[config.mk]
export PLATFORM = sky130hd
export DESIGN_NAME = input_conditioner
export DESIGN_NICKNAME = d
export VERILOG_FILES = /design/src/rtl/input_conditioner_pkg.sv /design/src/rtl/input_conditioner_channel.sv /design/src/rtl/input_conditioner.sv
export SDC_FILE = /design/constraint.sdc
export NUM_CORES = 1
export LEC_CHECK = 0
export CORE_UTILIZATION = 25
export CTS_BUF_LIST = sky130_fd_sc_hd__clkbuf_16
export DETAILED_ROUTE_END_ITERATION = 8
export GPL_TIMING_DRIVEN = 0
export PLACE_DENSITY = 0.39
export SLEW_MARGIN = 5
export SYNTH_ARGS = -nofsm -noshare
export SYNTH_HDL_FRONTEND = slang
export SYNTH_SLANG_ARGS = --single-unit
export TNS_END_PERCENT = 30
[constraint.sdc]
create_clock -name i_clock -period 1.8 [get_ports i_clock]
set_input_delay 0.27 -clock i_clock [delete_from_list [all_inputs] [get_ports i_clock]]
set_output_delay 0.27 -clock i_clock [all_outputs]
set_load 0.02 [all_outputs]
[src/rtl/input_conditioner_pkg.sv]
// Shared definitions for the input conditioner.
//   - Default debounce length (10 ms at 100 MHz).
//   - Encodings for the per-button debounce FSM.
package input_conditioner_pkg;

    localparam int DEFAULT_DEBOUNCE_CYCLES = 1000000;

    typedef logic [1:0] db_state_t;

    localparam db_state_t IDLE         = 2'd0;
    localparam db_state_t PRESS_WAIT   = 2'd1;
    localparam db_state_t HELD         = 2'd2;
    localparam db_state_t RELEASE_WAIT = 2'd3;

endpackage

[src/rtl/input_conditioner_channel.sv]
// One push-button channel: 2-flop synchronizer, debounce FSM with stability
// counter, registered debounced level and a one-cycle pulse per confirmed press.
// Ports:
//   clock   in   system clock, rising edge
//   reset   in   synchronous active-high reset
//   button  in   raw asynchronous button
//   level   out  debounced level
//   pulse   out  one-cycle pulse on each confirmed press
//
// state        | meaning
// IDLE         | button released and stable
// PRESS_WAIT   | raw high seen, counting stable-high samples
// HELD         | press confirmed, waiting for release
// RELEASE_WAIT | raw low seen while held, counting stable-low samples
module debounce_channel
    import input_conditioner_pkg::*;
#(
    parameter int DEBOUNCE_CYCLES = DEFAULT_DEBOUNCE_CYCLES
) (
    input  logic clock,
    input  logic reset,
    input  logic button,
    output logic level,
    output logic pulse
);

    localparam int CNT_WIDTH = $clog2(DEBOUNCE_CYCLES + 1);
    localparam logic [CNT_WIDTH-1:0] CNT_LAST = CNT_WIDTH'(DEBOUNCE_CYCLES - 1);
    localparam logic [CNT_WIDTH-1:0] CNT_ONE  = CNT_WIDTH'(1);
    localparam logic [CNT_WIDTH-1:0] CNT_ZERO = '0;

    logic                 sync_meta;
    logic                 sync;
    db_state_t            state;
    db_state_t            state_next;
    logic [CNT_WIDTH-1:0] cnt;
    logic [CNT_WIDTH-1:0] cnt_next;
    logic                 level_next;
    logic                 pulse_next;

    always_ff @(posedge clock) begin
        if (reset) begin
            sync_meta <= 1'b0;
            sync      <= 1'b0;
        end else begin
            sync_meta <= button;
            sync      <= sync_meta;
        end
    end

    // State register; level and pulse are registered alongside the state.
    always_ff @(posedge clock) begin
        if (reset) begin
            state <= IDLE;
            cnt   <= CNT_ZERO;
            level <= 1'b0;
            pulse <= 1'b0;
        end else begin
            state <= state_next;
            cnt   <= cnt_next;
            level <= level_next;
            pulse <= pulse_next;
        end
    end

    always_comb begin
        state_next = state;
        cnt_next   = cnt;
        case (state)
            IDLE: begin
                if (sync) begin
                    state_next = PRESS_WAIT;
                    cnt_next   = CNT_ONE;
                end
            end
            PRESS_WAIT: begin
                if (!sync) begin
                    state_next = IDLE;
                    cnt_next   = CNT_ZERO;
                end else if (cnt == CNT_LAST) begin
                    state_next = HELD;
                    cnt_next   = CNT_ZERO;
                end else begin
                    cnt_next   = cnt + CNT_ONE;
                end
            end
            HELD: begin
                if (!sync) begin
                    state_next = RELEASE_WAIT;
                    cnt_next   = CNT_ONE;
                end
            end
            RELEASE_WAIT: begin
                if (sync) begin
                    state_next = HELD;
                    cnt_next   = CNT_ZERO;
                end else if (cnt == CNT_LAST) begin
                    state_next = IDLE;
                    cnt_next   = CNT_ZERO;
                end else begin
                    cnt_next   = cnt + CNT_ONE;
                end
            end
            default: begin
                state_next = IDLE;
                cnt_next   = CNT_ZERO;
            end
        endcase
    end

    always_comb begin
        pulse_next = 1'b0;
        level_next = level;
        if (state == PRESS_WAIT && sync && cnt == CNT_LAST) begin
            pulse_next = 1'b1;
            level_next = 1'b1;
        end else if (state == RELEASE_WAIT && !sync && cnt == CNT_LAST) begin
            level_next = 1'b0;
        end
    end

endmodule

[src/rtl/input_conditioner.sv]
// Board-level input conditioner in front of the ALU stage.
// Switches are synchronized (2 flops, no debounce). Each button runs through
// its own debounce_channel producing a debounced level and a load pulse
// (bit0 = operand A, bit1 = operand B, bit2 = opcode).
// Ports:
//   i_clock      in   system clock
//   i_reset      in   synchronous active-high reset
//   i_switches   in   raw switch bank
//   i_buttons    in   raw buttons
//   o_switches   out  synchronized switches (2-cycle delay)
//   o_btn_level  out  debounced button levels
//   o_btn_pulse  out  one-cycle pulse per confirmed press
module input_conditioner
    import input_conditioner_pkg::*;
#(
    parameter int BUS_SIZE        = 8,
    parameter int N_BUTTONS       = 3,
    parameter int DEBOUNCE_CYCLES = DEFAULT_DEBOUNCE_CYCLES
) (
    input  logic                 i_clock,
    input  logic                 i_reset,
    input  logic [BUS_SIZE-1:0]  i_switches,
    input  logic [N_BUTTONS-1:0] i_buttons,
    output logic [BUS_SIZE-1:0]  o_switches,
    output logic [N_BUTTONS-1:0] o_btn_level,
    output logic [N_BUTTONS-1:0] o_btn_pulse
);

    logic [BUS_SIZE-1:0] switches_meta;

    always_ff @(posedge i_clock) begin
        if (i_reset) begin
            switches_meta <= '0;
            o_switches    <= '0;
        end else begin
            switches_meta <= i_switches;
            o_switches    <= switches_meta;
        end
    end

    for (genvar k = 0; k < N_BUTTONS; k++) begin : g_btn
        debounce_channel #(
            .DEBOUNCE_CYCLES(DEBOUNCE_CYCLES)
        ) u_channel (
            .clock (i_clock),
            .reset (i_reset),
            .button(i_buttons[k]),
            .level (o_btn_level[k]),
            .pulse (o_btn_pulse[k])
        );
    end

endmodule

Yosys cells after proc, flatten, opt, wreduce, memory -nomap -nowiden:

Index checks and enable logic that the tools add are counted.

* register bits: 94
* bits in latches: 0
* bits in writable memories: 0
* bits in read-only memories: 0
* bits of input ports: 13
* output and inout port bits: 14
* logic and storage cells: 122
* memories kept: 0

* add/subtract/negate cells: 3
* multipliers: 0
* divide/modulo/power cells: 0
* order comparisons: 0
* equality and inequality tests: 24
* shift-type cells: 0
* multiplexer cells: 48
* bitwise logic cells: 0
* reductions and logical operators: 27

Operator list (count)
* $mux 20: 15
* $pmux 20 s4: 3
* $add 20x1->20 const B: 3
* $eq 20x20->1 const B: 3
* $mux 2: 18
* $pmux 2 s4: 3
* $eq 2x2->1 const B: 6
* $logic_and 1x1->1: 12
* $reduce_and 4->1: 3
* $mux 1: 9
* $ne 3x1->1 const B: 3
* $ne 3x3->1 const B: 3
* $eq 2x1->1 const B: 3
* $logic_not 2->1: 3
* $ne 2x1->1 const B: 3
* $ne 2x2->1 const B: 3
* $reduce_and 2->1: 3
* $reduce_bool 2->1: 3
* $logic_not 1->1: 3

Longest topological paths before layout:

Gate-level depths: netlist (run 1).

* depth after elaboration: 5
* depth in mapped cells: 9
* gate-level depth less buffers: 6

Hierarchy:

From an unflattened synthesis (run 1), not the netlist that was laid out.

* cells, all modules: 490
* area, all modules: 4499.3 um2

Modules (own cells, without submodules)
* debounce_channel (g_btn[0].u_channel ...): times used 2, cells an instance 151, area each 1348.8 um2, sequential area each 520.5 um2
* debounce_channel (g_btn[2].u_channel): times used 1, cells an instance 155, area each 1337.5 um2, sequential area each 520.5 um2
* input_conditioner: times used 1, cells an instance 33, area each 464.2 um2, sequential area each 320.3 um2

Worst setup path before layout (run 1):

No wires, ideal clock.

* path kind: register to register
* from: register g_btn[0].u_channel.cnt[0]
* to: register g_btn[0].u_channel.cnt[17]
* library setup time: 0.072 ns
* arrival: 1.757 ns
* data required time: 1.728 ns
* setup slack: -0.028 ns
* cell stages (with the launch flop): 10
* path buffers: 3
* clock period less this slack: 1.828 ns
* path through: dfxtp_1 ha_1 and4_1 buf_2 and3b_1 a21oi_2 buf_4 buf_4 nand4_1 mux2i_1

* cells in the longest elaborated chain, start to end: 4
* elaborated cells between the ends (all ways): 6
* classes of those cells: add/sub (1); eq/ne (1); mux (4)

Ends and longest elaborated chain
* from (decl): line input_conditioner_channel.sv:36 `logic [CNT_WIDTH-1:0] cnt;`
* from (signal assigned): line input_conditioner_channel.sv:60 `cnt <= cnt_next;`
* $add 20x1->20 / $eq 20x20->1 (equally long branches)
* $mux 20 *: line input_conditioner_channel.sv:80, input_conditioner_channel.sv:97
* $mux 20, on equally long branches: line input_conditioner_channel.sv:94, input_conditioner_channel.sv:77
* $pmux 20 s4 *: line input_conditioner_channel.sv:69 `case (state)`

Mark *: on every way between the ends. The rest lies on a longest branch, timed or not.
A chain may end at the register's enable or synchronous reset.

Final worst setup path (run 1):

* from: register g_btn[2].u_channel.cnt[8]
* to: register g_btn[2].u_channel.cnt[11]

* cells in the longest elaborated chain, start to end: 4
* elaborated cells between the ends (all ways): 6
* classes of those cells: add/sub (1); eq/ne (1); mux (4)

Ends and longest elaborated chain (line)
* from (decl): input_conditioner_channel.sv:36
* from (signal assigned): input_conditioner_channel.sv:60
* $add 20x1->20 / $eq 20x20->1 (equally long branches)
* $mux 20 *: input_conditioner_channel.sv:80, input_conditioner_channel.sv:97
* $mux 20, on equally long branches: input_conditioner_channel.sv:94, input_conditioner_channel.sv:77
* $pmux 20 s4 *: input_conditioner_channel.sv:69

Marked as above.

==> flow_metrics.py, run 1 <==
metrics = {
    "pwr": {
        "total_power_w": 0.00440,
        "power_density_nw_per_um2": 736,
        "vdd_ir_drop_max_uv": 396,
        "p_leak_nw": 2.08,
    },
    "synth": {
        "synth_seq_cells": 94,
        "synth_flop_cell": "dfxtp_1",
        "async_reset_ff_share_pct": 0,
        "avgSynthCellArea_um2": 8.69,
        "yosys_warnings": 0,
        "synth-edff-count": 0,
        "yosys.cell_types.count": 60,
        "synth.cell_area_um2": 4440,
        "synth-seq-area-share_pct": 42.4,
        "netlist_instances": 511,
        "synth_nets": 527,
    },
    "die": {
        "dieArea_um2": 18300,
        "die_w_um": 135,
        "rows": 48,
        "start_util_pct": 25.7,
        "core_area_um2": 17300,
        "io_pins": 27,
        "die_y_um": 135,
    },
    "cells_and_area": {
        "n_fill_cell": 1783,
        "final_common_cell": "dfxtp_1",
        "final_cell_area_um2": 5980,
        "area_growth_pct": 34.6,
        "drive_gt1_share_pct": 25.2,
        "layout_common_cells": "dfxtp_1 (79), nand2_1 (53), nand3_1 (35), a31oi_1 (28), a21oi_1 (27)",
        "fin_util_pct": 34.6,
        "antenna_cells": 0,
        "nNetsFinal": 587,
    },
    "cts": {
        "cts.sinks": 94,
        "clk_pin_slew_ps": 80,
        "clk_latency_ps": 350,
        "h-tree-depth": 3,
        "cts-buffers-inserted": 9,
        "root_buffer": "clkbuf_16",
        "ctsLongestPathBuffers": 2,
        "cts_tree": "built",
    },
    "worst_setup_path": {
        "start_kind": "register",
        "arrival_ps": 2160,
        "critPathRequiredTime_ps": 2030,
        "crit_fanout": 10,
        "reg2reg_slack_ps": -120,
        "rr_worst_depth": 6,
        "r2r_end": "g_btn[2].u_channel.cnt[11]$_SDFFE_PP0P_",
        "r2r-start": "g_btn[2].u_channel.cnt[8]$_SDFFE_PP0P_",
        "worstSetupEndpointType": "register",
        "critPathKind": "register to register",
    },
    "timing": {
        "drv_slew": 0,
        "fin_skew_ps": 6.64,
        "setup_ws_ps": -122,
        "clock.fmax_ghz": 0.520,
        "worstMarginPinSlew_ps": 740,
        "slew_headroom_pct": 50.4,
        "period_share_pct": 107,
        "grt_setup_unrepaired": "yes",
        "post-route-min-period_ps": 1920,
        "setup_viol": 35,
        "hold_viol": 0,
    },
    "grt": {
        "grt_antenna_before_repair": 0,
        "grt_max_degree": 19,
        "grt_pass1_vias": 3757,
        "grt_first_pass_wirelength_mm": 18.9,
        "grt_overflow": 0,
        "grt_usage_pct": 13.1,
    },
    "place": {
        "io_buffers": 26,
        "post-dp-hpwl_mm": 7.49,
        "gp_routability_congestion": 0.771,
        "dpl-instance-area_um2": 4990,
        "pre_cts_ws_ps": -602,
    },
    "route": {
        "routed_wl_mm": 11.5,
        "detail_route.wl_per_cell_um": 14.3,
        "drt.antenna.violating_nets": 0,
        "dr.pass1.iters": 4,
        "drt_iter0_markers": 281,
        "vias": 3935,
        "viasPerCell": 4.91,
        "drc": 0,
    },
    "hold_path": {
        "worstHoldPathType": "register to register",
        "min_to": "o_switches[5]$_SDFF_PP0_",
        "hold_path_depth": 1,
        "hp-start": "switches_meta[5]$_SDFF_PP0_",
    },
    "flow_run": {
        "maxCapViolCount": 0,
    },
    "run_status": {
        "violations": "negative setup slack",
        "outcome": "finished with violations",
    },
}
[layout make-up]
cell class / count / area, um^2 / share of cell area (%)
tap: 225 / 282 / 4.71
sequential: 94 / 1910 / 32.0
clock inverter: 7 / 91.3 / 1.53
inverter: 10 / 41.3 / 0.691
multi-input combinational: 378 / 2670 / 44.7
timing repair buffer: 53 / 549 / 9.19
clock buffer: 9 / 225 / 3.77
buffer: 25 / 205 / 3.43
[report_power, final]
part | leakage [nW] | switching, W | internal [W]
registers | 0.771 | 0.0000227 | 0.00211
clock network | 0.151 | 0.000926 | 0.00111
logic | 1.16 | 0.000122 | 0.000107
total | 2.08 | 0.00107 | 0.00333
[cell usage after synthesis (all sizes together) (3+ instances only)]
cell type | number | share of area, %
nor2b | 25 | 3.5
and3 | 15 | 2.1
nand2b | 5 | 0.70
inv | 9 | 0.76
or3 | 5 | 0.70
nand4 | 10 | 1.4
nand3 | 40 | 4.6
a22o | 5 | 0.99
nand2 | 55 | 4.6
ha | 3 | 0.84
nor2 | 27 | 2.3
dfxtp | 94 | 42
nor3 | 7 | 0.79
and2 | 4 | 0.56
xor2 | 9 | 2.1
clkbuf | 12 | 1.0
buf | 17 | 3.2
mux2i | 10 | 2.3
o211ai | 7 | 1.2
nor4 | 7 | 1.8
o21ai | 20 | 2.3
xnor2 | 6 | 1.2
and4 | 6 | 1.2
a21oi | 43 | 5.3
or4 | 4 | 0.76
a41oi | 7 | 1.4
nand3b | 3 | 0.51
a31oi | 30 | 4.4
[worst max-delay path, stage by stage, from the launching register on]
cell,delay (ps)
dfxtp_4,350
or4b_4,540
nor4_4,370
a21oi_4,150
buf_8,180
a31oi_2,150
a21oi_1,50
[cell families after synthesis]
| group | after synthesis | share of synthesized area (%) |
|---|---|---|
| multiplexers | 10 | 2.25 |
| buffers and inverters | 39 | 5.04 |
| adder cells (fa/ha/maj) | 3 | 0.845 |
| XOR/XNOR | 15 | 3.29 |
| flip-flops | 94 | 42.4 |
| AO/OA/AOI/OAI | 125 | 18.0 |
| AND/OR/NAND/NOR | 225 | 28.2 |
[per-stage QoR]
| stage | hold slack, ps | TNS, ps | instances |
|---|---|---|---|
| 6_report | 436 | -2800 | 801 |
| 5_1_grt | 459 | -5670 | 801 |
| 4_1_cts | 440 | -4300 | 802 |
| 3_5_place_dp | 422 | -26480 | 762 |
| 2_1_floorplan | 398 | -73.2 | 511 |
| 3_3_place_gp | 419 | -26640 | 762 |
[routing by layer]
| metal | part of all wire (%) | vias up | track usage (%) |
|---|---|---|---|
| li1 | - | 1999 | - |
| met1 | 49 | 1866 | 16.8 |
| met2 | 46 | 58 | 21.1 |
| met3 | 3.7 | 12 | 2.39 |
| met4 | 1.6 | 0 | 5.99 |
| met5 | 0 | - | 0 |
[flip-flops by register name, indices dropped and copies added, names as in the netlist, named ones only]
signal,cells
g_btn.u_channel.cnt,60
o_switches,8
switches_meta,8
g_btn.u_channel.level,3
g_btn.u_channel.pulse,3
g_btn.u_channel.state,3
g_btn.u_channel.sync,3
g_btn.u_channel.sync_meta,3
[timing repair]
| item | in CTS | in global routing |
|---|---|---|
| hold buffers | 0 | 0 |
| setup endpoints to repair | 64 | 60 |
| resized for setup | 69 | 42 |
| pin swaps | 25 | 15 |
| gates cloned | 4 | 1 |
| hold endpoints to repair | 0 | 0 |
| buffers inserted | 21 | 2 |
[how the worst max path moves through the flow]
stage	start	slack, ps	end	cells after the start
finish	g_btn[2].u_channel.cnt[8]$_SDFFE_PP0P_	-120	g_btn[2].u_channel.cnt[11]$_SDFFE_PP0P_	6
global route	g_btn[2].u_channel.cnt[12]$_SDFFE_PP0P_	-200	g_btn[2].u_channel.cnt[10]$_SDFFE_PP0P_	6
global placement	i_reset	-580	g_btn[0].u_channel.cnt[5]$_SDFFE_PP0P_	5
detailed placement	i_reset	-600	register	5
CTS	g_btn[1].u_channel.cnt[8]$_SDFFE_PP0P_	-180	g_btn[1].u_channel.cnt[11]$_SDFFE_PP0P_	7
floorplan	g_btn[2].u_channel.cnt[7]$_SDFFE_PP0P_	-30	g_btn[2].u_channel.cnt[11]$_SDFFE_PP0P_	7
No activity file was read; power rests on OpenSTA's default activity.
==> run 2: changes to the inputs <==
--- a/config.mk
+++ b/config.mk
@@ -5,12 +5,12 @@
 export SDC_FILE = /design/constraint.sdc
 export NUM_CORES = 1
 export LEC_CHECK = 0
+export ABC_AREA = 0
 export CORE_UTILIZATION = 25
 export CTS_BUF_LIST = sky130_fd_sc_hd__clkbuf_16
 export DETAILED_ROUTE_END_ITERATION = 8
 export GPL_TIMING_DRIVEN = 0
 export PLACE_DENSITY = 0.39
-export SLEW_MARGIN = 5
 export SYNTH_ARGS = -nofsm -noshare
 export SYNTH_HDL_FRONTEND = slang
 export SYNTH_SLANG_ARGS = --single-unit
==> results of run 2 <==
Same layout as run 1: the final DEF is identical, and so are final timing and power.
